**src/rtl/mskaes_pkg.sv**
```systemverilog
// Shared definitions for the masked AES output path: block size, FSM encoding
// and width helpers.
package mskaes_pkg;

   localparam int AES_BLOCK_BITS = 128;

   localparam logic [0:0] ST_IDLE = 1'b0;
   localparam logic [0:0] ST_SEND = 1'b1;

   function automatic int clog2(input int v);
      int r;
      int x;
      r = 0;
      x = v - 1;
      while (x > 0) begin
         r = r + 1;
         x = x >> 1;
      end
      return r;
   endfunction

   // Index width that never collapses to zero bits when only one word exists.
   function automatic int idx_w(input int nw);
      return (nw > 1) ? clog2(nw) : 1;
   endfunction

endpackage

```
**src/rtl/mskaes_out_serializer_if.sv**
```systemverilog
// Ciphertext-in / masked-word-out bus of the serializer. Sharings use the
// interleaved layout: bit i, share j at index i*d+j.
interface mskaes_out_serializer_if #(
   parameter int d = 2,
   parameter int W = 32
);
   localparam int NW = mskaes_pkg::AES_BLOCK_BITS / W;
   localparam int IW = mskaes_pkg::idx_w(NW);

   logic                                  cipher_valid;
   logic [mskaes_pkg::AES_BLOCK_BITS*d-1:0] sh_ciphertext;
   logic                                  in_ready;
   logic                                  out_valid;
   logic                                  out_ready;
   logic [W*d-1:0]                        sh_word;
   logic [IW-1:0]                         word_idx;
   logic                                  last;
   logic                                  overflow;
   logic                                  clr_ovf;

   modport slave (
      input  cipher_valid, sh_ciphertext, out_ready, clr_ovf,
      output in_ready, out_valid, sh_word, word_idx, last, overflow
   );

   modport master (
      output cipher_valid, sh_ciphertext, out_ready, clr_ovf,
      input  in_ready, out_valid, sh_word, word_idx, last, overflow
   );
endinterface

```
**src/rtl/mskaes_msk_prims.sv**
```systemverilog
// Share-wise masking primitives: enabled register, 2:1 mux and constant
// sharing. None of them ever combines shares of the same bit.
module MSKregEn #(
   parameter int d     = 2,
   parameter int count = 1
) (
   input  logic                 clk,
   input  logic                 en,
   input  logic [count*d-1:0]   din,
   output logic [count*d-1:0]   dout
);
   logic [count*d-1:0] state_q, state_d;

   always_comb begin
      state_d = en ? din : state_q;
   end

   always_ff @(posedge clk) begin
      state_q <= state_d;
   end

   assign dout = state_q;
endmodule

module MSKmux #(
   parameter int d     = 2,
   parameter int count = 1
) (
   input  logic                 sel,
   input  logic [count*d-1:0]   in_true,
   input  logic [count*d-1:0]   in_false,
   output logic [count*d-1:0]   dout
);
   assign dout = sel ? in_true : in_false;
endmodule

module MSKcst #(
   parameter int d     = 2,
   parameter int count = 1
) (
   input  logic [count-1:0]     cst,
   output logic [count*d-1:0]   dout
);
   // A public constant lives entirely in share 0; the other shares are zero.
   for (genvar i = 0; i < count; i++) begin : g_bit
      assign dout[i*d] = cst[i];
      for (genvar j = 1; j < d; j++) begin : g_share
         assign dout[i*d+j] = 1'b0;
      end
   end
endmodule

```
**src/rtl/mskaes_out_serializer_word_select.sv**
```systemverilog
// NW:1 share-wise word mux over an interleaved 128-bit sharing.
module mskaes_word_select
   import mskaes_pkg::*;
#(
   parameter int d = 2,
   parameter int W = 32
) (
   input  logic [idx_w(AES_BLOCK_BITS/W)-1:0] sel,
   input  logic [AES_BLOCK_BITS*d-1:0]        sh_in,
   output logic [W*d-1:0]                     sh_out
);
   localparam int NW = AES_BLOCK_BITS / W;

   logic [NW-1:0][W*d-1:0] words;

   assign words = sh_in;

   if (NW == 1) begin : g_single
      assign sh_out = words[0];
   end else begin : g_multi
      assign sh_out = words[sel];
   end
endmodule

```
**src/rtl/mskaes_out_serializer.sv**
```systemverilog
// Captures the masked AES ciphertext sharing and streams it out as NW masked
// words over valid/ready, flagging ciphertexts that arrive while busy.
//
// state   | meaning
// ST_IDLE | buffer empty (zero sharing), ready for a ciphertext
// ST_SEND | buffer holds a sharing, word cnt_q is on the bus
module mskaes_out_serializer
   import mskaes_pkg::*;
#(
   parameter int d = 2,
   parameter int W = 32
) (
   input  logic                     clk,
   input  logic                     rst,
   mskaes_out_serializer_if.slave   bus
);
   localparam int NW = AES_BLOCK_BITS / W;
   localparam int IW = idx_w(NW);
   localparam int BW = AES_BLOCK_BITS * d;
   localparam int WW = W * d;

   logic [0:0]    state_q, state_d;
   logic [IW-1:0] cnt_q, cnt_d;
   logic          ovf_q, ovf_d;

   logic          is_send, at_last, beat, final_beat, rdy;
   logic          capture, drop, clear_buf, buf_en, buf_sel;
   logic [BW-1:0] zero_ct, buf_in, buf_q;
   logic [WW-1:0] zero_word, word_sel;

   assign is_send    = (state_q == ST_SEND);
   assign at_last    = (cnt_q == IW'(NW - 1));
   assign beat       = is_send && bus.out_ready;
   assign final_beat = beat && at_last;
   // The last beat frees the buffer in the same cycle, so a new block can land
   // without a bubble.
   assign rdy        = !is_send || final_beat;
   assign capture    = bus.cipher_valid && rdy;
   assign drop       = bus.cipher_valid && !rdy;
   assign clear_buf  = final_beat && !bus.cipher_valid;
   assign buf_en     = rst || capture || clear_buf;
   assign buf_sel    = capture && !rst;

   MSKcst #(.d(d), .count(AES_BLOCK_BITS)) u_zero_ct (
      .cst  ({AES_BLOCK_BITS{1'b0}}),
      .dout (zero_ct)
   );

   MSKmux #(.d(d), .count(AES_BLOCK_BITS)) u_buf_mux (
      .sel      (buf_sel),
      .in_true  (bus.sh_ciphertext),
      .in_false (zero_ct),
      .dout     (buf_in)
   );

   MSKregEn #(.d(d), .count(AES_BLOCK_BITS)) u_buf (
      .clk  (clk),
      .en   (buf_en),
      .din  (buf_in),
      .dout (buf_q)
   );

   mskaes_word_select #(.d(d), .W(W)) u_word_sel (
      .sel    (cnt_q),
      .sh_in  (buf_q),
      .sh_out (word_sel)
   );

   MSKcst #(.d(d), .count(W)) u_zero_word (
      .cst  ({W{1'b0}}),
      .dout (zero_word)
   );

   MSKmux #(.d(d), .count(W)) u_out_mux (
      .sel      (is_send),
      .in_true  (word_sel),
      .in_false (zero_word),
      .dout     (bus.sh_word)
   );

   always_comb begin
      state_d = state_q;
      cnt_d   = cnt_q;
      case (state_q)
         ST_IDLE: begin
            if (bus.cipher_valid) begin
               state_d = ST_SEND;
               cnt_d   = '0;
            end
         end
         ST_SEND: begin
            if (final_beat) begin
               cnt_d   = '0;
               state_d = bus.cipher_valid ? ST_SEND : ST_IDLE;
            end else if (beat) begin
               cnt_d = cnt_q + IW'(1);
            end
         end
         default: begin
            state_d = ST_IDLE;
            cnt_d   = '0;
         end
      endcase
   end

   always_comb begin
      ovf_d = ovf_q;
      if (drop) begin
         ovf_d = 1'b1;
      end else if (bus.clr_ovf) begin
         ovf_d = 1'b0;
      end
   end

   always_ff @(posedge clk) begin
      if (rst) begin
         state_q <= ST_IDLE;
         cnt_q   <= '0;
         ovf_q   <= 1'b0;
      end else begin
         state_q <= state_d;
         cnt_q   <= cnt_d;
         ovf_q   <= ovf_d;
      end
   end

   assign bus.in_ready  = rdy;
   assign bus.out_valid = is_send;
   assign bus.word_idx  = cnt_q;
   assign bus.last      = at_last;
   assign bus.overflow  = ovf_q;
endmodule

```
**src/flat_wrapper.sv**
```systemverilog
// flat-port wrapper written by rule: the top's interface ports become plain ports
module mskaes_out_serializer_flat import mskaes_pkg::*;
#(
   parameter int d = 2,
   parameter int W = 32
)
  (clk, rst, bus_cipher_valid, bus_sh_ciphertext, bus_out_ready, bus_clr_ovf, bus_in_ready, bus_out_valid, bus_sh_word, bus_word_idx, bus_last, bus_overflow);
  mskaes_out_serializer_if #(.d(d), .W(W)) bus_i ();
  input  logic clk;
  input  logic rst;
  input wire logic [$bits(bus_i.cipher_valid)-1:0] bus_cipher_valid;
  input wire logic [$bits(bus_i.sh_ciphertext)-1:0] bus_sh_ciphertext;
  input wire logic [$bits(bus_i.out_ready)-1:0] bus_out_ready;
  input wire logic [$bits(bus_i.clr_ovf)-1:0] bus_clr_ovf;
  output wire logic [$bits(bus_i.in_ready)-1:0] bus_in_ready;
  output wire logic [$bits(bus_i.out_valid)-1:0] bus_out_valid;
  output wire logic [$bits(bus_i.sh_word)-1:0] bus_sh_word;
  output wire logic [$bits(bus_i.word_idx)-1:0] bus_word_idx;
  output wire logic [$bits(bus_i.last)-1:0] bus_last;
  output wire logic [$bits(bus_i.overflow)-1:0] bus_overflow;
  assign bus_i.cipher_valid = bus_cipher_valid;
  assign bus_i.sh_ciphertext = bus_sh_ciphertext;
  assign bus_i.out_ready = bus_out_ready;
  assign bus_i.clr_ovf = bus_clr_ovf;
  assign bus_in_ready = bus_i.in_ready;
  assign bus_out_valid = bus_i.out_valid;
  assign bus_sh_word = bus_i.sh_word;
  assign bus_word_idx = bus_i.word_idx;
  assign bus_last = bus_i.last;
  assign bus_overflow = bus_i.overflow;
  mskaes_out_serializer #(.d(d), .W(W)) u_core (.clk(clk), .rst(rst), .bus(bus_i));
endmodule
```
**config.mk**
```make
export PLATFORM = sky130hd
export DESIGN_NAME = mskaes_out_serializer_flat
export DESIGN_NICKNAME = d
export VERILOG_FILES = /design/src/rtl/mskaes_pkg.sv /design/src/rtl/mskaes_out_serializer_if.sv /design/src/rtl/mskaes_msk_prims.sv /design/src/rtl/mskaes_out_serializer_word_select.sv /design/src/rtl/mskaes_out_serializer.sv /design/src/flat_wrapper.sv
export SDC_FILE = /design/constraint.sdc
export NUM_CORES = 1
export LEC_CHECK = 0
export BUFFER_PORTS_ARGS = -buffer_cell sky130_fd_sc_hd__buf_4
export CELL_PAD_IN_SITES_DETAIL_PLACEMENT = 1
export CELL_PAD_IN_SITES_GLOBAL_PLACEMENT = 2
export CORE_MARGIN = 8
export CORE_UTILIZATION = 36
export CTS_CLUSTER_DIAMETER = 200
export CTS_CLUSTER_SIZE = 28
export DETAILED_ROUTE_END_ITERATION = 10
export PLACE_DENSITY = 0.85
export SLEW_MARGIN = 0
export SYNTH_ARGS = -nofsm -noshare
export SYNTH_HDL_FRONTEND = slang
export SYNTH_SLANG_ARGS = --single-unit
export TNS_END_PERCENT = 100
```
**constraint.sdc**
```tcl
create_clock -name clk -period 18.7 [get_ports clk]
set_clock_uncertainty 0.05 [all_clocks]
set_input_delay 2.805 -clock clk [delete_from_list [all_inputs] [get_ports clk]]
set_output_delay 2.805 -clock clk [all_outputs]
set_load 0.1 [all_outputs]
```
==> impl_metrics.csv <==
group,metric,value,unit
outcome,status,"finished clean",
placement,place_ws,12410,ps
yosys,synth.avg_cell_area,15.3,um2
sta,finalHoldViolations,0,
global_routing,grtUsageTotal,15.8,%
routing,routed-via-count,7867,
setup_path,cp_max_fo,5,
setup_path,max_stage_delay,240,ps
floorplan,die-width,202,um
clock_network,cts_setup_buffers,0,
global_routing,grt_max_degree,93,
power_and_ir_drop,pwr_density_cell,80.8,nW/um2
sta,finalSetupTns,0,ps
sta,tightest_slew,1130,ps
routing,routed_via_density,5.09,
sta,fmax,0.159,GHz
global_routing,grt_pass1_vias,8603,
setup_path,endpoint_kind,"output pin",
floorplan,dieHeight,202,um
clock_network,cts_sinks,260,
yosys,synth.distinct_cells,25,
placement,place_hpwl,23300,um
routing,drt_iter0_drc,384,
floorplan,die_area,40800,um2
setup_path,arrival,3430,ps
run,max_cap_viol_count,0,
placement,io_buffers,330,
clock_network,clockBufferDepth,3,
yosys,syn_nets,1076,
floorplan,start_util,36.3,%
power_and_ir_drop,leakagePower,5.41,nW
setup_path,crit_slowest_cell,"buf_4",
clock_network,cts_resized,0,
worst_hold_path,hold_class,"reg -> reg",
power_and_ir_drop,max-vdd-ir-drop,60.1,uV
routing,route.detailed.drc,0,
finish,layout-drive-gt1-share,37.2,%
floorplan,io_pins,331,
sta,setup_viol,0,
routing,wl_per_cell,22.1,um
yosys,synth.top_cell.area_share,61.8,%
yosys,yosysTopAreaCell,"edfxtp_1",
finish,final_nets,1349,
routing,routed_wl,34200,um
clock_network,hold_buffers,0,
sta,rsz0062_at_grt,"false",
finish,fin_util,44.5,%
yosys,syn_inst,814,
clock_network,cts_tree,"done",
global_routing,grt_first_pass_wirelength,51300,um
yosys,syn_area,12400,um2
yosys,yosysSeqAreaShare,62.4,%
global_routing,antenna_found_initial,2,
setup_path,worst-endpoint-required,15850,ps
floorplan,coreArea,34300,um2
yosys,ys_ff_latch,260,
clock_network,htree_levels,1,
clock_network,cts.clk_slew.worst_paths,110,ps
setup_path,crit_chain,"buf_4, a21boi_4, inv_2, buf_4",
routing,final_antenna_net_count,0,
finish,syn_to_final_growth,22.6,%
clock_network,cts_buffers,13,
routing,dr.pass1.iters,5,
sta,post-route-period-util,33.6,%
global_routing,overflow,0,
floorplan,num_rows,68,
sta,drv_slew,0,
setup_path,crit_type,"in -> out",
yosys,synth_area_leaders,"edfxtp_1, nor3b_1, mux2i_1",
placement,place_congestion,0.714,
placement,dp.cells,1527,
finish,nFillCells,3534,
finish,instances_no_fill,1546,
setup_path,cpMostUsedCell,"buf_4",
sta,fin_ws,12420,ps
sta,period_needed,6280,ps
setup_path,cp-start-kind,"input port",
yosys,synth_warnings,0,
clock_network,clock-root-buffer,"clkbuf_16",
clock_network,clk-insertion-delay-late,480,ps
sta,relSlewSlack,24.6,%
[synth_stat cells]
library cell and count:
a21boi_4 1, a21oi_1 1, buf_1 3, buf_2 11
buf_4 21, buf_6 41, clkbuf_1 10, dfxtp_1 4
edfxtp_1 256, ha_1 1, inv_1 3, inv_2 1
mux2_2 1, mux2i_1 128, nand2_1 1, nand2b_1 4
nand3_1 1, nand4b_1 1, nand4bb_1 1, nor3b_1 216
nor3b_2 40, o211ai_1 1, o21ai_0 1, o22ai_1 65
o32ai_1 1
[where the power goes]
| part | internal [mW] | switching [mW] | total, mW |
|---|---|---|---|
| registers | 0.687 | 0.0137 | 0.700 |
| clock network | 0.133 | 0.184 | 0.316 |
| logic | 0.0802 | 0.135 | 0.215 |
| total | 0.899 | 0.333 | 1.23 |
[stage by stage]
step | total power, mW | cell area (um2) | hold slack [ps]
2_1_floorplan | 0.877 | 12400 | 852
3_3_place_gp | 0.927 | 14900 | 454
3_5_place_dp | 0.932 | 14900 | 471
4_1_cts | 1.25 | 15200 | 488
5_1_grt | 1.28 | 15200 | 503
6_report | 1.23 | 15200 | 481
[cells in the final DEF, fill, tap and decap left out, types with 2 or more instances in the layout]
cell       Yosys  routed
inv_1          3       3
edfxtp_1     256     256
buf_4         21     344
clkbuf_16      0      13
clkbuf_1      10       4
nand2b_1       4       2
mux2i_1      128     128
dfxtp_1        4       3
nor3b_1      216     216
nor3b_2       40      40
o22ai_1       65      65
[layout make-up]
type	count	area, um2	share of cell area, %
antenna	1	2.50	0.0164
clock buffer	17	340	2.23
clock inverter	1	20.0	0.131
inverter	4	15.0	0.0985
multi-input combinational	464	3950	25.9
sequential	260	7770	51.0
tap	455	569	3.73
timing repair buffer	344	2580	16.9
[worst max-delay path, delay by kind of cell]
family / cells / cell delay, ps
AOI/OAI and AO/OA: 1 / 140
buffers and inverters: 3 / 480
[flip-flops by register name, summed over array words and instances, names as in the netlist]
register,flops
u_core.u_buf.dout,256
u_core.bus.word_idx,2
u_core.bus.out_valid,1
u_core.bus.overflow,1
[metal layers]
metal	up-vias	wire (um)	global-route usage, %
met2	227	17200	27.7
met5	-	13	0
met1	3906	13700	18.8
li1	3700	-	-
met4	2	594	3.47
met3	32	2650	4.79
[kinds of logic after synthesis]
logic type	count (synthesis)	synth area share, %
compound gates	70	3.63
fa+ha+maj	1	0.101
buf+inv	90	5.93
flops	260	62.4
mux	129	10.4
simple gates	264	17.5
[final timing paths]
kind,startpoint,cells after the start,slack (ps),end
max,bus_out_ready,4,12420,bus_in_ready
max reg2reg,u_core.bus.word_idx[0]$_SDFFE_PP0P_,6,14220,u_core.u_buf.dout[25]$_SDFFCE_PN0P_
min reg2reg,u_core.bus.overflow$_SDFFE_PP0P_,2,480,u_core.bus.overflow$_SDFFE_PP0P_
min,u_core.bus.overflow$_SDFFE_PP0P_,2,480,u_core.bus.overflow$_SDFFE_PP0P_
Note: power is estimated with default switching activity, not from simulation.
